<file path="src/rtl/fifo_pkg.sv">
// Shared constants and width helpers for the UART datapath FIFO.
package fifo_pkg;

  localparam int unsigned DATA_W_DEF = 8;
  localparam int unsigned ADDR_W_DEF = 3;

  // Pointers and fill count carry one extra wrap bit above the memory address.
  function automatic int unsigned cnt_w(input int unsigned addr_w);
    return addr_w + 1;
  endfunction

endpackage

</file>
<file path="src/rtl/fifo_mem.sv">
// Simple dual-port register array with synchronous write and registered read.
// The array itself has no reset; only the read register is cleared.
module fifo_mem #(
  parameter int unsigned DATA_W = 8,
  parameter int unsigned ADDR_W = 3
) (
  input  logic              iClk,
  input  logic              iRst,
  input  logic              iWr,
  input  logic [ADDR_W-1:0] iWrAddr,
  input  logic [DATA_W-1:0] iWrData,
  input  logic              iRd,
  input  logic [ADDR_W-1:0] iRdAddr,
  output logic [DATA_W-1:0] oRdData
);

  localparam int unsigned Depth = 2 ** ADDR_W;

  logic [DATA_W-1:0] mem_q [Depth];
  logic [DATA_W-1:0] rd_data_q;

  // Store the incoming word when the write is accepted.
  always_ff @(posedge iClk) begin
    if (iWr) begin
      mem_q[iWrAddr] <= iWrData;
    end
  end

  // Load the read register on an accepted read; it holds otherwise.
  always_ff @(posedge iClk) begin
    if (iRst) begin
      rd_data_q <= '0;
    end else if (iRd) begin
      rd_data_q <= mem_q[iRdAddr];
    end
  end

  assign oRdData = rd_data_q;

endmodule

</file>
<file path="src/rtl/uart_fifo_sync.sv">
// Parametrised synchronous FIFO for the UART RX/TX datapath.
// Owns pointers, status decode and (with FIFO_ERR_FLAG_EN defined) sticky
// overflow/underflow flags with a clear input.
module uart_fifo_sync
  import fifo_pkg::*;
#(
  parameter int unsigned DATA_W   = DATA_W_DEF,
  parameter int unsigned ADDR_W   = ADDR_W_DEF,
  parameter int unsigned AFULL_TH = 6
) (
  input  logic                       iClk,
  input  logic                       iRst,
  input  logic                       iWr,
  input  logic [DATA_W-1:0]          iWrData,
  input  logic                       iRd,
  output logic [DATA_W-1:0]          oRdData,
  output logic                       oRdValid,
  output logic                       oFull,
  output logic                       oAFull,
  output logic                       oEmpty,
  output logic [cnt_w(ADDR_W)-1:0]   oCount
`ifdef FIFO_ERR_FLAG_EN
  ,
  input  logic                       iClrErr,
  output logic                       oOvf,
  output logic                       oUdf
`endif
);

  localparam int unsigned PtrW = cnt_w(ADDR_W);

  logic [PtrW-1:0] wr_ptr_q, wr_ptr_d;
  logic [PtrW-1:0] rd_ptr_q, rd_ptr_d;
  logic            rd_valid_q, rd_valid_d;
  logic [PtrW-1:0] count;
  logic            w_acc, r_acc;

  // Status is decoded from registered pointers only, so it cannot glitch mid-cycle.
  always_comb begin
    count  = wr_ptr_q - rd_ptr_q;
    oEmpty = (wr_ptr_q == rd_ptr_q);
    oFull  = (wr_ptr_q[ADDR_W] != rd_ptr_q[ADDR_W]) &&
             (wr_ptr_q[ADDR_W-1:0] == rd_ptr_q[ADDR_W-1:0]);
    oAFull = (count >= PtrW'(AFULL_TH));
    oCount = count;
  end

  // Accept decode and pointer/strobe next state; no full-to-empty pass-through.
  always_comb begin
    w_acc      = iWr && !oFull;
    r_acc      = iRd && !oEmpty;
    wr_ptr_d   = w_acc ? wr_ptr_q + 1'b1 : wr_ptr_q;
    rd_ptr_d   = r_acc ? rd_ptr_q + 1'b1 : rd_ptr_q;
    rd_valid_d = r_acc;
  end

  // Pointer and read-strobe registers; reset cancels any in-flight strobe.
  always_ff @(posedge iClk) begin
    if (iRst) begin
      wr_ptr_q   <= '0;
      rd_ptr_q   <= '0;
      rd_valid_q <= 1'b0;
    end else begin
      wr_ptr_q   <= wr_ptr_d;
      rd_ptr_q   <= rd_ptr_d;
      rd_valid_q <= rd_valid_d;
    end
  end

  assign oRdValid = rd_valid_q;

  fifo_mem #(
    .DATA_W (DATA_W),
    .ADDR_W (ADDR_W)
  ) u_mem (
    .iClk    (iClk),
    .iRst    (iRst),
    .iWr     (w_acc),
    .iWrAddr (wr_ptr_q[ADDR_W-1:0]),
    .iWrData (iWrData),
    .iRd     (r_acc),
    .iRdAddr (rd_ptr_q[ADDR_W-1:0]),
    .oRdData (oRdData)
  );

`ifdef FIFO_ERR_FLAG_EN
  logic ovf_q, ovf_d;
  logic udf_q, udf_d;

  // Sticky error flags; a set event in the same cycle as a clear wins.
  always_comb begin
    ovf_d = iClrErr ? 1'b0 : ovf_q;
    udf_d = iClrErr ? 1'b0 : udf_q;
    if (iWr && oFull) begin
      ovf_d = 1'b1;
    end
    if (iRd && oEmpty) begin
      udf_d = 1'b1;
    end
  end

  // Error flag registers.
  always_ff @(posedge iClk) begin
    if (iRst) begin
      ovf_q <= 1'b0;
      udf_q <= 1'b0;
    end else begin
      ovf_q <= ovf_d;
      udf_q <= udf_d;
    end
  end

  assign oOvf = ovf_q;
  assign oUdf = udf_q;
`endif

endmodule
</file>
<file path="config.mk">
export PLATFORM = sky130hd
export DESIGN_NAME = uart_fifo_sync
export DESIGN_NICKNAME = d
export VERILOG_FILES = /design/src/rtl/fifo_pkg.sv /design/src/rtl/fifo_mem.sv /design/src/rtl/uart_fifo_sync.sv
export SDC_FILE = /design/constraint.sdc
export NUM_CORES = 1
export LEC_CHECK = 0
export ABC_AREA = 1
export CAP_MARGIN = 0
export CORE_MARGIN = 2
export CORE_UTILIZATION = 62
export CTS_CLUSTER_SIZE = 14
export DETAILED_ROUTE_END_ITERATION = 10
export GPL_TIMING_DRIVEN = 0
export PLACE_DENSITY_LB_ADDON = 0.25
export SYNTH_ARGS = -nofsm -noshare
export SYNTH_HDL_FRONTEND = slang
export SYNTH_HIERARCHICAL = 1
export SYNTH_SLANG_ARGS = --single-unit
</file>
<file path="constraint.sdc">
create_clock -name iClk -period 4.9 [get_ports iClk]
set_clock_uncertainty 0.2 [all_clocks]
set_input_delay 1.225 -clock iClk [delete_from_list [all_inputs] [get_ports iClk]]
set_output_delay 1.225 -clock iClk [all_outputs]
set_load 0.01 [all_outputs]
</file>
After elaboration in Yosys (flattened, before gate mapping)
Memory sizes are Yosys's and may differ from the RTL's. A register that Yosys moved wholly into a read port is not among the register bits.
Cells that the tools add are included.
{"block": "classes", "eq_ne": 3, "mux": 2, "reduce_logical": 5, "add_sub_neg": 3, "order_cmp": 1}
{"cell": "$add A4 B1 Y4 const B", "count": 2}
{"cell": "$eq A4 B4 Y1", "count": 1}
{"cell": "$ge A4 B3 Y1 const B", "count": 1}
{"cell": "$sub A4 B4 Y4", "count": 1}
{"cell": "$eq A3 B3 Y1", "count": 1}
{"cell": "$logic_and A1 B1 Y1", "count": 3}
{"cell": "$logic_not A1 Y1", "count": 2}
{"cell": "$mux W1", "count": 2}
{"cell": "$ne A1 B1 Y1", "count": 1}
{"block": "totals", "regBits": 9, "mem_count": 1, "mem_bits_rw": 64, "elab_cells": 18}
{"name": "u_mem.mem_q", "words": 8, "word_bits": 8, "rd": 1, "rd_ports_with_merged_regs": 1, "wr": 1, "line_no": "fifo_mem.sv:19", "text": "logic [DATA_W-1:0] mem_q [Depth];"}

Longest topological paths before layout
Gate-level depths: netlist (run 1).
{"block": "logic_depth", "word_depth": 6, "depth_mapped": 10}

Hierarchy
Netlist (run 1), hierarchy kept.
{"module": "fifo_mem", "area_each_um2": 3105.5, "cells_per_inst": 305, "n_inst": 1}
{"module": "uart_fifo_sync", "area_each_um2": 620.6, "cells_per_inst": 86, "n_inst": 1}

Least setup slack after synthesis (run 1)
Ideal clock, no wire load.
{"block": "synth_timing", "kind": "register -> output", "from": "register wr_ptr_q[0]", "to": "output oAFull", "setup_slack_ns": 2.033, "arrival_time_ns": 1.442, "required_ns": 3.475, "path_buffers": 0, "stages_incl_launch_ff": 6, "cell_sequence": "dfxtp_1 > inv_1 > ha_1 > fa_1 > xor2_1 > o211ai_1"}
{"block": "synth_between", "elab_chain_cells": 2}
{"item": "start, declared", "line_no": "uart_fifo_sync.sv:32", "text": "logic [PtrW-1:0] wr_ptr_q, wr_ptr_d;"}
{"item": "start signal, assigned", "line_no": "uart_fifo_sync.sv:64", "text": "wr_ptr_q <= wr_ptr_d;"}
{"item": "$sub A4 B4 Y4", "line_no": "uart_fifo_sync.sv:40", "text": "count = wr_ptr_q - rd_ptr_q;"}
{"item": "$ge A4 B3 Y1", "line_no": "uart_fifo_sync.sv:44", "text": "oAFull = (count >= PtrW'(AFULL_TH));"}
{"item": "end, declared", "line_no": "uart_fifo_sync.sv:19", "text": "output logic oAFull,"}
No other way between the ends.

Final worst setup path (run 1)
Ends and elaborated chain as after synthesis.

==> results of run 1 <==
logic make-up (layout without fill, tap and decap cells):
| kind of cell | Yosys count | in the layout | synth area share [%] |
|---|---|---|---|
| flip-flops | 81 | 81 | 60.7 |
| adder cells (fa/ha/maj) | 6 | 6 | 2.22 |
| XOR/XNOR | 3 | 3 | 0.705 |
| buffers and inverters | 99 | 142 | 11.6 |
| AND/OR/NAND/NOR | 177 | 177 | 20.9 |
| AO/OA/AOI/OAI | 25 | 25 | 3.93 |
synth_stat cells (all sizes together):
cell / n
a21oi: 12
o211ai: 1
nor2: 18
nand2: 100
fa: 1
buf: 12
clkinv: 2
o21ai: 12
dfxtp: 17
ha: 5
nand4: 3
xor2: 3
nand3b: 1
nand3: 55
edfxtp: 64
inv: 85
registers in the layout (all words and copies together), names as in the netlist:
signal and count:
u_mem/mem_q 64, wr_ptr_q 4, rd_ptr_q 4, u_mem/oRdData 8
oRdValid 1
cell type report:
| type | count | area, um^2 |
|---|---|---|
| plain buffers | 12 | 93.8 |
| fillers | 416 | 1560 |
| flip-flops and latches | 81 | 2260 |
| inverters | 87 | 338 |
| multi-input cells | 211 | 1030 |
| clock buffers | 11 | 141 |
| clock inverters | 5 | 55.1 |
| repair buffers | 27 | 270 |
| well taps | 75 | 93.8 |
where the power goes:
group,leakage [nW],total (mW),switching [mW],internal [mW]
Combinational,1.07,0.376,0.219,0.156
Sequential,0.721,0.793,0.0203,0.773
Clock,0.0953,0.480,0.233,0.248
final timing paths:
check | start | to | slack [ns] | cells after the start
max | wr_ptr_q[0]$_SDFFE_PP0P_ | oAFull | 1.08 | 6
min | wr_ptr_q[3]$_SDFFE_PP0P_ | wr_ptr_q[3]$_SDFFE_PP0P_ | 0.33 | 2
max reg2reg | wr_ptr_q[0]$_SDFFE_PP0P_ | u_mem/mem_q[0][1]$_DFFE_PP_ | 2.14 | 9
min reg2reg | wr_ptr_q[3]$_SDFFE_PP0P_ | wr_ptr_q[3]$_SDFFE_PP0P_ | 0.33 | 2
critical path: stages, from the launching register on:
cell	delay, ns
sky130_fd_sc_hd__dfxtp_1	0.46
sky130_fd_sc_hd__inv_1	0.10
sky130_fd_sc_hd__ha_1	0.23
sky130_fd_sc_hd__fa_1	0.37
sky130_fd_sc_hd__xor2_1	0.17
sky130_fd_sc_hd__o211ai_1	0.16
sky130_fd_sc_hd__clkdlybuf4s50_1	0.55
layer usage:
metal  vias to the layer above  wire [um]  global-route usage, %
li1                       1317          -                      -
met1                      1255       3250                   33.3
met2                       126       3950                   42.2
met3                        10        527                   4.84
met4                         0        125                   12.5
met5                         -          0                      0
==> report_table.html, run 1 <==
<table>
<tr><th>Metric</th><th>Value</th></tr>
<tr><th colspan="2">Routing</th></tr>
<tr><td>DRT Wirelength</td><td>7.85 mm</td></tr>
<tr><td>Drt via density</td><td>5.32</td></tr>
<tr><td>Total via count in the routed design</td><td>2708</td></tr>
<tr><td>Starting DRC count in detailed routing</td><td>329</td></tr>
<tr><td>DRC Markers</td><td>0</td></tr>
<tr><td>Routed wirelength normalized by instance count</td><td>15.4 um</td></tr>
<tr><td>Final ANT Viol Nets</td><td>0</td></tr>
<tr><td>1st-pass router iterations</td><td>5</td></tr>
<tr><th colspan="2">Setup path</th></tr>
<tr><td>Class of the most critical setup path</td><td>reg2out</td></tr>
<tr><td>Arrival time of data at the critical path endpoint</td><td>2.40 ns</td></tr>
<tr><td>Req. time, crit path</td><td>3.47 ns</td></tr>
<tr><td>Capturing element type of the critical path</td><td>primary output</td></tr>
<tr><td>Maximum fanout along the worst path</td><td>7</td></tr>
<tr><td>Category of the worst setup path launch point</td><td>flop</td></tr>
<tr><th colspan="2">Yosys</th></tr>
<tr><td>Largest area contributor in the synthesized netlist</td><td>sky130_fd_sc_hd__edfxtp_1</td></tr>
<tr><td>Cell count after synthesis</td><td>391</td></tr>
<tr><td>Count of different cell masters after synthesis</td><td>25</td></tr>
<tr><td>Number of warning messages in the yosys log</td><td>6</td></tr>
<tr><td>Per-instance average area after synthesis</td><td>9.53 um^2</td></tr>
<tr><td>Seq/Total Area, Yosys</td><td>60.7%</td></tr>
<tr><td>Biggest area contributors in the synthesized netlist</td><td>sky130_fd_sc_hd__edfxtp_1 (52%), sky130_fd_sc_hd__nand2_1 (9.5%), sky130_fd_sc_hd__dfxtp_1 (9.1%)</td></tr>
<tr><td>Top cell type's share of synthesized area</td><td>51.6%</td></tr>
<tr><td>Total nets after synthesis</td><td>409</td></tr>
<tr><td>Mapped Area</td><td>0.00373 mm^2</td></tr>
<tr><td>Synthesis-stage register bit count</td><td>81</td></tr>
<tr><th colspan="2">Finish</th></tr>
<tr><td>Area grow syn2layout</td><td>15.0%</td></tr>
<tr><td>Number of antenna repair diodes</td><td>0</td></tr>
<tr><td>Ratio of cells with drive above 1 in the final layout</td><td>9.91%</td></tr>
<tr><td>Most common cell after layout, fill and taps aside</td><td>sky130_fd_sc_hd__nand2_1</td></tr>
<tr><td>Number of nets in the layout</td><td>447</td></tr>
<tr><td>Final instance area</td><td>0.00429 mm^2</td></tr>
<tr><td>End-of-flow core utilization</td><td>73.3%</td></tr>
<tr><td>Commonest cells after routing, fill and taps aside</td><td>sky130_fd_sc_hd__nand2_1 (94), sky130_fd_sc_hd__inv_1 (83), sky130_fd_sc_hd__edfxtp_1 (64), sky130_fd_sc_hd__nand3_1 (55), sky130_fd_sc_hd__clkdlybuf4s50_1 (27)</td></tr>
<tr><td>Count of non-filler cells in the finished layout</td><td>509</td></tr>
<tr><th colspan="2">Clocking</th></tr>
<tr><td>Total clock buffers created by CTS</td><td>9</td></tr>
<tr><td>Clock tree from TritonCTS</td><td>yes</td></tr>
<tr><td>Clock slew at reported path FFs</td><td>0.08 ns</td></tr>
<tr><td>Post-CTS setup-driven buffer insertion count</td><td>0</td></tr>
<tr><td>Clock sinks</td><td>81</td></tr>
<tr><td>Skew-Pair Late Insertion Delay</td><td>0.35 ns</td></tr>
<tr><td>Buffer depth of the longest clock path</td><td>2</td></tr>
<tr><td>Quantity of gates resized following cts</td><td>0</td></tr>
<tr><td>H-tree levels</td><td>3</td></tr>
<tr><td>Hold bufs inserted after CTS</td><td>0</td></tr>
<tr><td>Clock root buffer</td><td>sky130_fd_sc_hd__clkbuf_8</td></tr>
<tr><th colspan="2">Placement</th></tr>
<tr><td>Pre-CTS WS</td><td>1.43 ns</td></tr>
<tr><td>HPWL after DPL</td><td>5.12 mm</td></tr>
<tr><td>Number of instances in the placed design</td><td>493</td></tr>
<tr><td>Total placed instance area</td><td>0.00409 mm^2</td></tr>
<tr><td>Routability congestion estimate from global placement</td><td>0.840</td></tr>
<tr><td>Port Buffer Count</td><td>27</td></tr>
<tr><th colspan="2">STA</th></tr>
<tr><td>Setup TNS</td><td>0 ns</td></tr>
<tr><td>Max-Slew Margin vs Limit</td><td>31.6%</td></tr>
<tr><td>Maximum clock rate</td><td>262 MHz</td></tr>
<tr><td>Total of endpoints with negative setup slack in the final report</td><td>0</td></tr>
<tr><td>Worst-case hold slack</td><td>0.328 ns</td></tr>
<tr><td>Final worst slack</td><td>1.08 ns</td></tr>
<tr><td>Final count of hold timing violations</td><td>0</td></tr>
<tr><td>Transition time at the pin with the least slew margin</td><td>1.02 ns</td></tr>
<tr><td>Setup repair after global routing missed its margin</td><td>no</td></tr>
<tr><td>Slew Limit Fails</td><td>0</td></tr>
<tr><td>Period Utilization, post-route</td><td>78.0%</td></tr>
<tr><td>Final critical-path required period</td><td>3.82 ns</td></tr>
<tr><th colspan="2">GRT</th></tr>
<tr><td>Overall fraction of global-route tracks in use</td><td>25.8%</td></tr>
<tr><td>First-pass GRT wire length</td><td>12.2 mm</td></tr>
<tr><td>Vias in the first global route</td><td>2502</td></tr>
<tr><td>Global route overflow</td><td>0</td></tr>
<tr><td>Largest net degree at the start of global routing</td><td>14</td></tr>
<tr><td>Initial antenna violation count</td><td>0</td></tr>
<tr><th colspan="2">Power</th></tr>
<tr><td>Pwr dens</td><td>385 mW/mm^2</td></tr>
<tr><td>Max VDD drop</td><td>0.236 mV</td></tr>
<tr><td>Final Power</td><td>1.65 mW</td></tr>
<tr><td>P_leak</td><td>1.89 nW</td></tr>
<tr><th colspan="2">Die</th></tr>
<tr><td>Floorplan row count</td><td>28</td></tr>
<tr><td>Placeable Area</td><td>0.00585 mm^2</td></tr>
<tr><td>Horizontal extent of the die</td><td>81.5 um</td></tr>
<tr><td>Die area</td><td>0.00665 mm^2</td></tr>
<tr><td>Floorplan die height</td><td>81.5 um</td></tr>
<tr><td>IO Pins</td><td>28</td></tr>
<tr><td>Initial cell density of the core</td><td>63.7%</td></tr>
<tr><th colspan="2">Run</th></tr>
<tr><td># Max-Cap Violations</td><td>0</td></tr>
<tr><th colspan="2">Min path</th></tr>
<tr><td>Hold WC Path Type</td><td>reg2reg</td></tr>
<tr><th colspan="2">Outcome</th></tr>
<tr><td>Status</td><td>finished, final reports clean</td></tr>
</table>
Note: power is estimated with default switching activity, not from simulation.
==> run 2: changes to the inputs <==
--- a/config.mk
+++ b/config.mk
@@ -8,7 +8,7 @@
 export ABC_AREA = 1
 export CAP_MARGIN = 0
 export CORE_MARGIN = 2
-export CORE_UTILIZATION = 62
+export CORE_UTILIZATION = 52
 export CTS_CLUSTER_SIZE = 14
 export DETAILED_ROUTE_END_ITERATION = 10
 export GPL_TIMING_DRIVEN = 0
==> constraint.sdc (replaced) <==
create_clock -name iClk -period 3.2 [get_ports iClk]
set_clock_uncertainty 0.2 [all_clocks]
set_input_delay 0.8 -clock iClk [delete_from_list [all_inputs] [get_ports iClk]]
set_output_delay 0.8 -clock iClk [all_outputs]
set_load 0.01 [all_outputs]
==> run 2 against run 1 <==
Against the previous run:
- sequential share of layout area is 0.60 points lower
- critical path depth fell by 1
- first-iteration DRC count shrank 26%
- register-to-register slack lost 1.7 ns
- critical path type unchanged
- routed wire length down 3.5%
- highest routed layer unchanged
- die area grew 18%
- combinational power is 52% higher
- critical endpoint is now oCount[3]
- via count decreased by 3.6%
- worst hold slack worse by 0.014 ns
- final area increased by 1.5%
==> report_table.html, run 2 (synthesized netlist as in run 1, its figures left out) <==
<table>
<tr><th>Metric</th><th>Value</th></tr>
<tr><th colspan="2">Finish</th></tr>
<tr><td>Combined area of the multi-input logic cells</td><td>0.00104 mm^2 (was 0.00103 mm^2)</td></tr>
<tr><td>Area grow syn2layout</td><td>16.8% (was 15.0%)</td></tr>
<tr><td>Count of non-filler cells in the finished layout</td><td>530 (was 509)</td></tr>
<tr><td>Number of flip-flops in the largest register</td><td>64 (unchanged)</td></tr>
<tr><td>Number of filler instances in the final layout</td><td>562 (was 416)</td></tr>
<tr><td>Area taken by flip-flops and latches</td><td>0.00227 mm^2 (was 0.00226 mm^2)</td></tr>
<tr><td>Most common cell after layout, fill and taps aside</td><td>sky130_fd_sc_hd__nand2_1 (unchanged)</td></tr>
<tr><td>Register with the most flip-flops</td><td>u_mem/mem_q (unchanged)</td></tr>
<tr><td>Number of nets in the layout</td><td>447 (unchanged)</td></tr>
<tr><td>Commonest cells after routing, fill and taps aside</td><td>sky130_fd_sc_hd__nand2_1 (94), sky130_fd_sc_hd__inv_1 (83), sky130_fd_sc_hd__edfxtp_1 (64), sky130_fd_sc_hd__nand3_1 (55), sky130_fd_sc_hd__clkdlybuf4s50_1 (25) (was sky130_fd_sc_hd__nand2_1 (94), sky130_fd_sc_hd__inv_1 (83), sky130_fd_sc_hd__edfxtp_1 (64), sky130_fd_sc_hd__nand3_1 (55), sky130_fd_sc_hd__clkdlybuf4s50_1 (27))</td></tr>
<tr><td>Ratio of cells with drive above 1 in the final layout</td><td>11.3% (was 9.91%)</td></tr>
<tr><td>Number of antenna repair diodes</td><td>0 (unchanged)</td></tr>
<tr><th colspan="2">Setup path</th></tr>
<tr><td>Class of the most critical setup path</td><td>reg2out (unchanged)</td></tr>
<tr><td>Worst path cell trace</td><td>ha_2 &gt; nand3b_1 &gt; nand4_1 &gt; nand2_1 &gt; clkdlybuf4s50_1 (was inv_1 &gt; ha_1 &gt; fa_1 &gt; xor2_1 &gt; o211ai_1 &gt; clkdlybuf4s50_1)</td></tr>
<tr><td>Slowest library cell on the worst path</td><td>sky130_fd_sc_hd__clkdlybuf4s50_1 (unchanged)</td></tr>
<tr><td>Delay of the slowest cell on the worst path</td><td>0.52 ns (was 0.55 ns)</td></tr>
<tr><td>Capturing element type of the critical path</td><td>primary output (unchanged)</td></tr>
<tr><td>Arrival time of data at the critical path endpoint</td><td>2.06 ns (was 2.40 ns)</td></tr>
<tr><td>Maximum fanout along the worst path</td><td>8 (was 7)</td></tr>
<tr><td>Req. time, crit path</td><td>2.20 ns (was 3.47 ns)</td></tr>
<tr><td>Category of the worst setup path launch point</td><td>flop (unchanged)</td></tr>
<tr><th colspan="2">Routing</th></tr>
<tr><td>Starting DRC count in detailed routing</td><td>242 (was 329)</td></tr>
<tr><td>1st-pass router iterations</td><td>5 (unchanged)</td></tr>
<tr><td>DRT Wirelength</td><td>7.58 mm (was 7.85 mm)</td></tr>
<tr><td>Total via count in the routed design</td><td>2610 (was 2708)</td></tr>
<tr><td>Routed wirelength normalized by instance count</td><td>14.3 um (was 15.4 um)</td></tr>
<tr><td>Final ANT Viol Nets</td><td>0 (unchanged)</td></tr>
<tr><td>DRC Markers</td><td>0 (unchanged)</td></tr>
<tr><td>Drt via density</td><td>4.92 (was 5.32)</td></tr>
<tr><th colspan="2">GRT</th></tr>
<tr><td>Largest net degree at the start of global routing</td><td>15 (was 14)</td></tr>
<tr><td>Overall fraction of global-route tracks in use</td><td>21.4% (was 25.8%)</td></tr>
<tr><td>Vias in the first global route</td><td>2401 (was 2502)</td></tr>
<tr><td>Initial antenna violation count</td><td>0 (unchanged)</td></tr>
<tr><td>Global route overflow</td><td>0 (unchanged)</td></tr>
<tr><td>First-pass GRT wire length</td><td>12.0 mm (was 12.2 mm)</td></tr>
<tr><th colspan="2">Die</th></tr>
<tr><td>IO Pins</td><td>28 (unchanged)</td></tr>
<tr><td>Horizontal extent of the die</td><td>88.7 um (was 81.5 um)</td></tr>
<tr><td>Floorplan die height</td><td>88.7 um (was 81.5 um)</td></tr>
<tr><td>Floorplan row count</td><td>30 (was 28)</td></tr>
<tr><td>Die area</td><td>0.00786 mm^2 (was 0.00665 mm^2)</td></tr>
<tr><td>Initial cell density of the core</td><td>54.2% (was 63.7%)</td></tr>
<tr><td>Placeable Area</td><td>0.00687 mm^2 (was 0.00585 mm^2)</td></tr>
<tr><th colspan="2">Clocking</th></tr>
<tr><td>Clock root buffer</td><td>sky130_fd_sc_hd__clkbuf_8 (unchanged)</td></tr>
<tr><td>Clock sinks</td><td>81 (unchanged)</td></tr>
<tr><td>Post-CTS setup-driven buffer insertion count</td><td>0 (unchanged)</td></tr>
<tr><td>Skew-Pair Late Insertion Delay</td><td>0.35 ns (about the same)</td></tr>
<tr><td>Total clock buffers created by CTS</td><td>9 (unchanged)</td></tr>
<tr><td>Buffer depth of the longest clock path</td><td>2 (unchanged)</td></tr>
<tr><td>Clock slew at reported path FFs</td><td>0.09 ns (was 0.08 ns)</td></tr>
<tr><td>Hold bufs inserted after CTS</td><td>0 (unchanged)</td></tr>
<tr><td>H-tree levels</td><td>3 (unchanged)</td></tr>
<tr><td>Clock tree from TritonCTS</td><td>yes (unchanged)</td></tr>
<tr><th colspan="2">STA</th></tr>
<tr><td>Slew Limit Fails</td><td>0 (unchanged)</td></tr>
<tr><td>Transition time at the pin with the least slew margin</td><td>1.01 ns (was 1.02 ns)</td></tr>
<tr><td>Max-Slew Margin vs Limit</td><td>32.3% (was 31.6%)</td></tr>
<tr><td>Setup TNS</td><td>0 ns (unchanged)</td></tr>
<tr><td>Final count of hold timing violations</td><td>0 (unchanged)</td></tr>
<tr><td>Setup repair after global routing missed its margin</td><td>no (unchanged)</td></tr>
<tr><td>Total of endpoints with negative setup slack in the final report</td><td>0 (unchanged)</td></tr>
<tr><td>Period Utilization, post-route</td><td>95.5%</td></tr>
<tr><td>Final critical-path required period</td><td>3.06 ns</td></tr>
<tr><td>Maximum clock rate</td><td>327 MHz</td></tr>
<tr><th colspan="2">Power</th></tr>
<tr><td>Pwr dens</td><td>595 mW/mm^2 (was 385 mW/mm^2)</td></tr>
<tr><td>P_leak</td><td>1.92 nW (was 1.89 nW)</td></tr>
<tr><td>Max VDD drop</td><td>0.325 mV (was 0.236 mV)</td></tr>
<tr><th colspan="2">Placement</th></tr>
<tr><td>HPWL after DPL</td><td>4.87 mm (was 5.12 mm)</td></tr>
<tr><td>Port Buffer Count</td><td>27 (unchanged)</td></tr>
<tr><td>Number of instances in the placed design</td><td>514 (was 493)</td></tr>
<tr><td>Routability congestion estimate from global placement</td><td>0.845 (was 0.840)</td></tr>
<tr><th colspan="2">Run</th></tr>
<tr><td># Max-Cap Violations</td><td>0 (unchanged)</td></tr>
<tr><th colspan="2">Outcome</th></tr>
<tr><td>Status</td><td>finished, final reports clean (unchanged)</td></tr>
<tr><th colspan="2">Min path</th></tr>
<tr><td>Hold WC Path Type</td><td>reg2reg (unchanged)</td></tr>
</table>
-- run 2: changes by cell type in the layout (fill, tap and decap cells not counted), sizes merged --
cell	delta
clkinvlp	-1
clkdlybuf4s50	-2
dlygate4sd2	+1
clkbuf	-1
inv	+2
bufinv	+1
dlymetal6s2s	+1
clkinv	-1
-- run 2: timing repair --
action                                 in CTS  in global routing
endpoints found under the hold margin       0                  0
cloned                                      0                  0
setup endpoints to repair                   2                  5
resized for setup                           3                  7
-- run 2: per-layer routing --
metal / wire length (um) / share of wire (%) / global-route usage [%] / vias up
met5: 0 / 0 / 0 / -
met1: 3430 / 45 / 28.6 / 1198
met2: 3640 / 48 / 34.2 / 75
met4: 95 / 1.3 / 8.95 / 0
li1: - / - / - / 1327
met3: 408 / 5.4 / 4.57 / 10
-- run 2: cell type report --
type | count | area share (%)
Buffer | 12 | 2.16
Clock buffer | 10 | 2.93
Clock inverter | 6 | 2.04
Inverter | 87 | 7.76
Multi-Input combinational cell | 211 | 23.9
Sequential cell | 81 | 52.2
Tap cell | 96 | 2.76
Timing Repair Buffer | 27 | 6.24
-- run 2: report_power, final --
part	switching, mW	internal, mW
logic	0.333	0.237
clock network	0.366	0.443
registers	0.0288	1.18
-- run 2: path summary, 6_finish.rpt --
path	cells past startpoint	slack, ns	to	from
worst min-delay path	2	0.31	rd_ptr_q[2]$_SDFFE_PP0P_	rd_ptr_q[2]$_SDFFE_PP0P_
worst max-delay path	5	0.14	oCount[3]	wr_ptr_q[2]$_SDFFE_PP0P_
worst max register to register	8	0.46	u_mem/mem_q[3][0]$_DFFE_PP_	wr_ptr_q[2]$_SDFFE_PP0P_
worst min register to register	2	0.31	rd_ptr_q[2]$_SDFFE_PP0P_	rd_ptr_q[2]$_SDFFE_PP0P_
-- run 2: worst max-delay path: cells and delay by family (launching register included) --
| kind | cells | cell delay (ns) |
|---|---|---|
| adders and majority gates | 1 | 0.37 |
| buffers and inverters | 1 | 0.52 |
| DFF | 1 | 0.50 |
| and+or+nand+nor | 3 | 0.32 |
-- run 2: through the flow --
step                      hold slack, ns  setup WS, ns  instance area, um^2  utilization, %  power [mW]
after global routing               0.344        0.0225                 4350            63.4        2.71
after floorplan                    0.275         0.758                 3730               -        1.58
after CTS                          0.329        0.0417                 4330            63.1        2.60
final                              0.314         0.143                 4350            63.4        2.59
after global placement             0.301         0.233                 4120            59.9        1.79
after detailed placement           0.309         0.202                 4120            59.9        1.80
==> run 3: changes to the inputs <==
--- a/config.mk
+++ b/config.mk
@@ -7,12 +7,12 @@
 export LEC_CHECK = 0
 export ABC_AREA = 1
 export CAP_MARGIN = 0
-export CORE_MARGIN = 2
 export CORE_UTILIZATION = 52
 export CTS_CLUSTER_SIZE = 14
 export DETAILED_ROUTE_END_ITERATION = 10
 export GPL_TIMING_DRIVEN = 0
 export PLACE_DENSITY_LB_ADDON = 0.25
+export SETUP_SLACK_MARGIN = 0.5
 export SYNTH_ARGS = -nofsm -noshare
 export SYNTH_HDL_FRONTEND = slang
 export SYNTH_HIERARCHICAL = 1
==> run 3 against run 2 <==
Against the previous run:
- sequential power about the same
- worst hold slack improved by 0.0012 ns
- die area decreased by 4.5%
- register-to-register slack improved by 0.23 ns
- routed wire length decreased by 0.32%
- non-clock buffer count increased by 3
- via count increased by 1.7%
- total power decreased by 5.9%
- largest cell class unchanged
- largest power group unchanged
- highest routed layer unchanged
==> report_table.html, run 3 (synthesized netlist as in run 1, its figures left out) <==
<table>
<tr><th>Metric</th><th>Value</th></tr>
<tr><th colspan="2">Routing</th></tr>
<tr><td>Final ANT Viol Nets</td><td>0 (unchanged)</td></tr>
<tr><td>Routed wirelength normalized by instance count</td><td>14.2 um (was 14.3 um)</td></tr>
<tr><td>DRT Wirelength</td><td>7.55 mm (was 7.58 mm)</td></tr>
<tr><td>1st-pass router iterations</td><td>4 (was 5)</td></tr>
<tr><td>Total via count in the routed design</td><td>2655 (was 2610)</td></tr>
<tr><td>Drt via density</td><td>4.98 (was 4.92)</td></tr>
<tr><td>DRC Markers</td><td>0 (unchanged)</td></tr>
<tr><td>Starting DRC count in detailed routing</td><td>247 (was 242)</td></tr>
<tr><th colspan="2">Die</th></tr>
<tr><td>Floorplan die height</td><td>86.7 um (was 88.7 um)</td></tr>
<tr><td>IO Pins</td><td>28 (unchanged)</td></tr>
<tr><td>Placeable Area</td><td>0.00687 mm^2 (unchanged)</td></tr>
<tr><td>Die area</td><td>0.00751 mm^2 (was 0.00786 mm^2)</td></tr>
<tr><td>Initial cell density of the core</td><td>54.2% (unchanged)</td></tr>
<tr><td>Horizontal extent of the die</td><td>86.7 um (was 88.7 um)</td></tr>
<tr><td>Floorplan row count</td><td>30 (unchanged)</td></tr>
<tr><th colspan="2">Power</th></tr>
<tr><td>Net switching power of the design</td><td>719 uW (was 728 uW)</td></tr>
<tr><td>Part of the power in the clock network</td><td>26.9% (was 31.2%)</td></tr>
<tr><td>Pwr dens</td><td>562 mW/mm^2 (was 595 mW/mm^2)</td></tr>
<tr><td>Sw Ratio</td><td>29.5% (was 28.1%)</td></tr>
<tr><td>Logic pwr share</td><td>23.5% (was 22.0%)</td></tr>
<tr><td>P_leak</td><td>1.90 nW (was 1.92 nW)</td></tr>
<tr><td>Max VDD drop</td><td>0.271 mV (was 0.325 mV)</td></tr>
<tr><td>Internal</td><td>1.72 mW (was 1.86 mW)</td></tr>
<tr><td>Register share of total power</td><td>49.6% (was 46.8%)</td></tr>
<tr><th colspan="2">GRT</th></tr>
<tr><td>Vias in the first global route</td><td>2403 (was 2401)</td></tr>
<tr><td>Global route overflow</td><td>0 (unchanged)</td></tr>
<tr><td>First-pass GRT wire length</td><td>11.9 mm (was 12.0 mm)</td></tr>
<tr><td>Largest net degree at the start of global routing</td><td>15 (unchanged)</td></tr>
<tr><td>Overall fraction of global-route tracks in use</td><td>22.2% (was 21.4%)</td></tr>
<tr><td>Initial antenna violation count</td><td>0 (unchanged)</td></tr>
<tr><th colspan="2">Clocking</th></tr>
<tr><td>H-tree levels</td><td>3 (unchanged)</td></tr>
<tr><td>Skew-Pair Late Insertion Delay</td><td>0.35 ns (about the same)</td></tr>
<tr><td>Clock root buffer</td><td>sky130_fd_sc_hd__clkbuf_8 (unchanged)</td></tr>
<tr><td>Clock sinks</td><td>81 (unchanged)</td></tr>
<tr><td>Total clock buffers created by CTS</td><td>9 (unchanged)</td></tr>
<tr><td>Clock tree from TritonCTS</td><td>yes (unchanged)</td></tr>
<tr><td>Clock slew at reported path FFs</td><td>0.08 ns (was 0.09 ns)</td></tr>
<tr><td>Buffer depth of the longest clock path</td><td>2 (unchanged)</td></tr>
<tr><th colspan="2">Min path</th></tr>
<tr><td>Number of stages on the worst hold path</td><td>2 (unchanged)</td></tr>
<tr><td>Hold WC Path Type</td><td>reg2reg (unchanged)</td></tr>
<tr><td>Startpoint of the lowest-slack hold path</td><td>rd_ptr_q[2]$_SDFFE_PP0P_ (unchanged)</td></tr>
<tr><td>Hold Path Sink</td><td>rd_ptr_q[2]$_SDFFE_PP0P_ (unchanged)</td></tr>
<tr><th colspan="2">Setup path</th></tr>
<tr><td>Capturing point of the worst reg2reg path</td><td>u_mem/mem_q[6][5]$_DFFE_PP_ (was u_mem/mem_q[3][0]$_DFFE_PP_)</td></tr>
<tr><td>Maximum fanout along the worst path</td><td>2 (was 8)</td></tr>
<tr><td>Delay of the slowest cell on the worst path</td><td>0.36 ns (was 0.52 ns)</td></tr>
<tr><td>Class of the most critical setup path</td><td>reg2out (unchanged)</td></tr>
<tr><td>Arrival time of data at the critical path endpoint</td><td>1.70 ns (was 2.06 ns)</td></tr>
<tr><td>Minimum setup slack among reg-to-reg paths</td><td>0.69 ns (was 0.46 ns)</td></tr>
<tr><td>FF-to-FF Start</td><td>wr_ptr_q[1]$_SDFFE_PP0P_ (was wr_ptr_q[2]$_SDFFE_PP0P_)</td></tr>
<tr><td>Capturing element type of the critical path</td><td>primary output (unchanged)</td></tr>
<tr><td>Slowest library cell on the worst path</td><td>sky130_fd_sc_hd__dfxtp_4 (was sky130_fd_sc_hd__clkdlybuf4s50_1)</td></tr>
<tr><td>Reg2Reg Depth</td><td>8 (unchanged)</td></tr>
<tr><td>Req. time, crit path</td><td>2.20 ns (about the same)</td></tr>
<tr><td>Category of the worst setup path launch point</td><td>flop (unchanged)</td></tr>
<tr><td>Worst path cell trace</td><td>inv_4 &gt; ha_4 &gt; fa_2 &gt; xor2_2 &gt; o211ai_1 &gt; buf_2 (was ha_2 &gt; nand3b_1 &gt; nand4_1 &gt; nand2_1 &gt; clkdlybuf4s50_1)</td></tr>
<tr><th colspan="2">STA</th></tr>
<tr><td>Total of endpoints with negative setup slack in the final report</td><td>0 (unchanged)</td></tr>
<tr><td>Setup TNS</td><td>0 ns (unchanged)</td></tr>
<tr><td>Final critical-path required period</td><td>2.70 ns (was 3.06 ns)</td></tr>
<tr><td>Max-Slew Margin vs Limit</td><td>35.7% (was 32.3%)</td></tr>
<tr><td>Worst-case hold slack</td><td>0.315 ns (was 0.314 ns)</td></tr>
<tr><td>Slew Limit Fails</td><td>0 (unchanged)</td></tr>
<tr><td>Transition time at the pin with the least slew margin</td><td>0.962 ns (was 1.01 ns)</td></tr>
<tr><td>Maximum clock rate</td><td>370 MHz (was 327 MHz)</td></tr>
<tr><td>Final count of hold timing violations</td><td>0 (unchanged)</td></tr>
<tr><td>Setup repair after global routing missed its margin</td><td>yes (was no)</td></tr>
<tr><td>Period Utilization, post-route</td><td>84.5% (was 95.5%)</td></tr>
<tr><th colspan="2">Placement</th></tr>
<tr><td>Routability congestion estimate from global placement</td><td>0.812 (was 0.845)</td></tr>
<tr><td>HPWL after DPL</td><td>4.91 mm (was 4.87 mm)</td></tr>
<tr><td>Port Buffer Count</td><td>27 (unchanged)</td></tr>
<tr><th colspan="2">Finish</th></tr>
<tr><td>Area grow syn2layout</td><td>16.5% (was 16.8%)</td></tr>
<tr><td>Number of nets in the layout</td><td>450 (was 447)</td></tr>
<tr><td>Number of flip-flops in the largest register</td><td>64 (unchanged)</td></tr>
<tr><td>Commonest cells after routing, fill and taps aside</td><td>sky130_fd_sc_hd__nand2_1 (94), sky130_fd_sc_hd__inv_1 (82), sky130_fd_sc_hd__edfxtp_1 (64), sky130_fd_sc_hd__nand3_1 (55), sky130_fd_sc_hd__clkdlybuf4s50_1 (21) (was sky130_fd_sc_hd__nand2_1 (94), sky130_fd_sc_hd__inv_1 (83), sky130_fd_sc_hd__edfxtp_1 (64), sky130_fd_sc_hd__nand3_1 (55), sky130_fd_sc_hd__clkdlybuf4s50_1 (25))</td></tr>
<tr><td>Ratio of cells with drive above 1 in the final layout</td><td>14.0% (was 11.3%)</td></tr>
<tr><td>Most common cell after layout, fill and taps aside</td><td>sky130_fd_sc_hd__nand2_1 (unchanged)</td></tr>
<tr><td>Register with the most flip-flops</td><td>u_mem/mem_q (unchanged)</td></tr>
<tr><td>Number of filler instances in the final layout</td><td>582 (was 562)</td></tr>
<tr><td>Number of antenna repair diodes</td><td>0 (unchanged)</td></tr>
<tr><th colspan="2">Outcome</th></tr>
<tr><td>Status</td><td>finished, final reports clean (unchanged)</td></tr>
<tr><th colspan="2">Run</th></tr>
<tr><td># Max-Cap Violations</td><td>0 (unchanged)</td></tr>
</table>
run 3: cell types whose count changed in the layout (fill, tap and decap cells not counted), moves of 3 or more:
cell                              before  now
sky130_fd_sc_hd__dfxtp_2               4    1
sky130_fd_sc_hd__buf_2                 6    9
sky130_fd_sc_hd__dfxtp_4               1    5
sky130_fd_sc_hd__buf_4                 1    4
sky130_fd_sc_hd__clkbuf_2              0    3
sky130_fd_sc_hd__clkdlybuf4s50_1      25   21
run 3: worst max-delay path by stage:
stage	start	endpoint	slack, ns	cells past startpoint
after detailed placement	wr_ptr_q[0]$_SDFFE_PP0P_	oAFull	0.21	6
after global placement	wr_ptr_q[0]$_SDFFE_PP0P_	oAFull	0.23	6
final	wr_ptr_q[0]$_SDFFE_PP0P_	oAFull	0.50	6
after CTS	wr_ptr_q[0]$_SDFFE_PP0P_	oAFull	0.42	6
after global routing	wr_ptr_q[0]$_SDFFE_PP0P_	oAFull	0.40	6
after floorplan	wr_ptr_q[0]$_SDFFE_PP0P_	oAFull	0.76	5
run 3: routing by layer:
| layer | wire length, um | track usage [%] | part of all wire [%] | vias up |
|---|---|---|---|---|
| met5 | 0 | 0 | 0 | - |
| met4 | 125 | 14.1 | 1.7 | 0 |
| met3 | 480 | 3.52 | 6.4 | 12 |
| met2 | 3550 | 33.4 | 47 | 96 |
| met1 | 3400 | 30.2 | 45 | 1220 |
| li1 | - | - | - | 1327 |
run 3: area by class of cell:
class / instances / area (um^2) / share of cell area (%)
Clock buffer: 12 / 145 / 3.34
Multi-Input combinational cell: 211 / 1070 / 24.6
Timing Repair Buffer: 30 / 263 / 6.05
Inverter: 87 / 340 / 7.84
Buffer: 12 / 93.8 / 2.16
Tap cell: 96 / 120 / 2.77
Sequential cell: 81 / 2280 / 52.6
Clock inverter: 4 / 28.8 / 0.663
run 3: repair_timing:
action,4_1_cts,5_1_grt
gates resized for setup,28,11
pin swaps,2,4
hold buffers,0,0
setup endpoints to repair,15,7
setup buffers,2,1
run 3: metrics by stage:
stage          utilization [%]  power [mW]  instance area, um^2  setup slack, ns  cells
3_5_place_dp              59.9        1.81                 4120            0.215    514
5_1_grt                   63.2        2.55                 4340            0.396    533
2_1_floorplan                -        1.58                 3730            0.758    391
4_1_cts                   62.9        2.44                 4320            0.422    532
3_3_place_gp              59.9        1.79                 4120            0.230    514
6_report                  63.2        2.44                 4340            0.497    533
run 3: power by group through the flow:
stage,logic [mW],registers [mW],clock network (mW)
2_1_floorplan,0.339,1.24,0
3_3_place_gp,0.557,1.23,0
3_5_place_dp,0.571,1.24,0
4_1_cts,0.564,1.21,0.671
5_1_grt,0.632,1.21,0.702
6_report,0.574,1.21,0.656
run 3: critical path, delay by kind of cell (launching register included):
| family | cells | cell delay [ns] |
|---|---|---|
| XOR/XNOR | 1 | 0.16 |
| flip-flops | 1 | 0.36 |
| buffers and inverters | 2 | 0.19 |
| adder cells (fa/ha/maj) | 2 | 0.50 |
| AO/OA/AOI/OAI | 1 | 0.16 |
==> edit 1 (flow settings as in run 2) <==
Set the package constant `ADDR_W_DEF` to 4 (it was 3).
--- a/src/rtl/fifo_pkg.sv
+++ b/src/rtl/fifo_pkg.sv
@@ -2,7 +2,7 @@
 package fifo_pkg;
 
   localparam int unsigned DATA_W_DEF = 8;
-  localparam int unsigned ADDR_W_DEF = 3;
+  localparam int unsigned ADDR_W_DEF = 4;
 
   // Pointers and fill count carry one extra wrap bit above the memory address.
   function automatic int unsigned cnt_w(input int unsigned addr_w);
Ports: changed (resized oCount); port bits go from 28 to 29. No check against the original RTL was run, so the function may have changed too.
==> edit 1 against run 2 <==
Worst setup slack better by 50 ps. Core utilization fell by 1.2 points. Synthesized area up 71%. Design area is 71% higher. Power increased by 93%. Routed wire length up 89%. Die area grew 67%. Cell count is 52% higher. Global-route usage is 1.8 points higher. Non-clock buffer count rose by 17. Sequential cell count increased by 66. Highest routed layer unchanged.
==> edit 1: results (changes against run 2) <==
stage	metric	value	unit	change
placement	gp_congestion	0.856		+1.3%
finish	fill_cells	960		+71%
worst_setup_path	critical-path-top-delay-family	adder cells		
power_and_ir_drop	switching_share	0.266		-0.0153
yosys	synth_area_per_cell	10.6	µm²	+11%
grt	grt_usage	0.232		+0.0178
yosys	ys_seq_area_frac	0.665		+0.0576
yosys	synthXorXnorAreaFrac	0.00551		-0.00154
grt	grt_pass1_vias	4286		+79%
run_status	status	finished clean		
yosys	synthTopCellsByCount	nand2_1, edfxtp_1, nand3_1		
cts	cts.reportedPaths.clkPinSlew	60	ps	-30 ps
drt	met3_wirelength	1040	µm	+150%
placement	postPlaceCellArea	6810	µm²	+65%
worst_setup_path	cp-startpoint	wr_ptr_q[0]$_SDFFE_PP0P_		
grt	globalRouteMet2Util	0.374		+0.0316
drt	met2_length	6930	µm	+90%
drt	wl_met1	6060	µm	+77%
placement	placedCellCount	776		+51%
drt	initialDrtViolationCount	460		+90%
finish	stdcell_count	808		+52%
drt	via_per_inst	5.48		+11%
power_and_ir_drop	max-vdd-ir-drop	0.000270	V	-17%
sta	worstMarginPinSlew	828	ps	-184 ps
worst_setup_path	critPathArrivalTime	2010	ps	-50 ps
finish	drive_above_1_share	0.124		+0.0112
cts	clock_latency	420	ps	+70 ps
grt	grtUsageMet3	0.0519		+0.00617
worst_setup_path	cp_slowest_stage_delay	370	ps	-150 ps
drt	firstDrtPassIters	6		+1
## edit 1: layout make-up
cell class / instances / area share
plain buffers: 29 / 0.0294
multi-input cells: 395 / 0.245
flip-flops and latches: 147 / 0.569
inverters: 31 / 0.0156
clock buffers: 19 / 0.0582
repair buffers: 27 / 0.0358
well taps: 147 / 0.0247
clock inverters: 13 / 0.0219
## edit 1: path summary, 6_finish.rpt
check | slack [ps] | to | cells past startpoint
max | 190 | oCount[4] | 9
min | 330 | rd_ptr_q[3]$_SDFFE_PP0P_ | 2
max reg2reg | 480 | u_mem/mem_q[14][2]$_DFFE_PP_ | 8
min reg2reg | 330 | rd_ptr_q[3]$_SDFFE_PP0P_ | 2
## edit 1: timing repair
action,CTS,global route
hold buffers,0,0
resized for setup,13,11
setup endpoints to repair,7,4
buffers inserted,0,0
cloned,0,0
pin swaps,0,0
==> edit 2 (config.mk and constraints of run 2) <==
Without the edit above. Register the output `oCount`, with the module's reset; this adds one clock of latency there. The other outputs are not delayed to match.
--- a/src/rtl/uart_fifo_sync.sv
+++ b/src/rtl/uart_fifo_sync.sv
@@ -29,6 +29,8 @@
 
   localparam int unsigned PtrW = cnt_w(ADDR_W);
 
+  logic [cnt_w(ADDR_W)-1:0] oCount_d;
+
   logic [PtrW-1:0] wr_ptr_q, wr_ptr_d;
   logic [PtrW-1:0] rd_ptr_q, rd_ptr_d;
   logic            rd_valid_q, rd_valid_d;
@@ -42,7 +44,7 @@
     oFull  = (wr_ptr_q[ADDR_W] != rd_ptr_q[ADDR_W]) &&
              (wr_ptr_q[ADDR_W-1:0] == rd_ptr_q[ADDR_W-1:0]);
     oAFull = (count >= PtrW'(AFULL_TH));
-    oCount = count;
+    oCount_d = count;
   end
 
   // Accept decode and pointer/strobe next state; no full-to-empty pass-through.
@@ -114,4 +116,12 @@
   assign oUdf = udf_q;
 `endif
 
+  always_ff @(posedge iClk) begin
+    if (iRst) begin
+      oCount <= '0;
+    end else begin
+      oCount <= oCount_d;
+    end
+  end
+
 endmodule
Behaviour: not the same (a bounded check fails within 4 cycles, from zero or initial values and one cycle with iRst high).
==> edit 2 against run 2 <==
Hold slack lost 0.97 ps. Worst setup slack worse by 7.1 ps. Sequential power increased by 6%. Sequential cell count rose by 4. Via count up 2.8%. Maximum frequency down 0.23%. Synthesized area increased by 1.9%. Synthesized cell count increased by 1.0%. Routed wire length increased by 0.55%. Combinational power decreased by 4.7%. Power is 1.4% lower. Design area grew 0.72%. Critical path type unchanged. Largest cell class unchanged.
==> edit 2: results (changes against run 2) <==
stage	metric	value	unit	change
drt	routed_wl	7620	µm	+0.55%
finish	numSequentialCells	85		+4.9%
yosys	synth-compound-area-share	0.0382		-0.00107
finish	nets	451		+0.89%
grt	met1_usage	0.287		+0.000943
finish	sh_seq_area	0.535		+0.0134
power_and_ir_drop	powerSeq	1.28	mW	+6%
finish	multi_input_area	1040	µm²	-0.60%
drt	firstDrtPassIters	4		-1
yosys	synth_nets	413		+0.98%
power_and_ir_drop	switching_share	0.286		+0.00509
finish	drive_above_1_share	0.101		-0.0122
drt	met3_wirelength	564	µm	+38%
grt	grt_usage	0.212		-0.00209
yosys	ys_seq_area_frac	0.617		+0.00969
grt	grtUsageMet3	0.0452		-0.000464
finish	clock_area_frac	0.0434		-0.00635
drt	initialDrtViolationCount	193		-20%
finish	nMultiInputCombCells	213		+0.95%
placement	gp_congestion	0.819		-3.1%
finish	inv_count	84		-3.4%
power_and_ir_drop	max-vdd-ir-drop	0.000238	V	-27%
run_status	status	finished clean		
power_and_ir_drop	power_frac_clock	0.288		-0.024
power_and_ir_drop	p_leak	1.91	nW	-0.47%
placement	dp_hpwl	5000	µm	+2.6%
drt	met2_length	3460	µm	-4.9%
sta	slew_headroom	0.387		+0.0641
==> edit 2: through the flow <==
stage / worst slack (ps) / instances / hold WS [ps] / utilization / area [µm²]
floorplan: 725 / 395 / 281 / - / 3800
global placement: 236 / 521 / 306 / 0.584 / 4190
detailed placement: 188 / 521 / 313 / 0.584 / 4190
CTS: 41.6 / 536 / 332 / 0.611 / 4380
global route: 22.1 / 536 / 340 / 0.611 / 4380
finish: 136 / 536 / 313 / 0.611 / 4380
==> edit 2: timing repair <==
| item | CTS | global route |
|---|---|---|
| hold endpoints to repair | 0 | 0 |
| cloned | 0 | 0 |
| gates resized for setup | 2 | 2 |
| setup buffers | 0 | 0 |
| endpoints found under the setup margin | 1 | 2 |
==> edit 2: worst max-delay path, stage by stage (launching register included) <==
cell and delay, ps:
dfxtp_1 410, ha_1 410, nand2_2 80, nor2_4 110
nand2_2 110, inv_1 70, clkdlybuf4s50_1 530
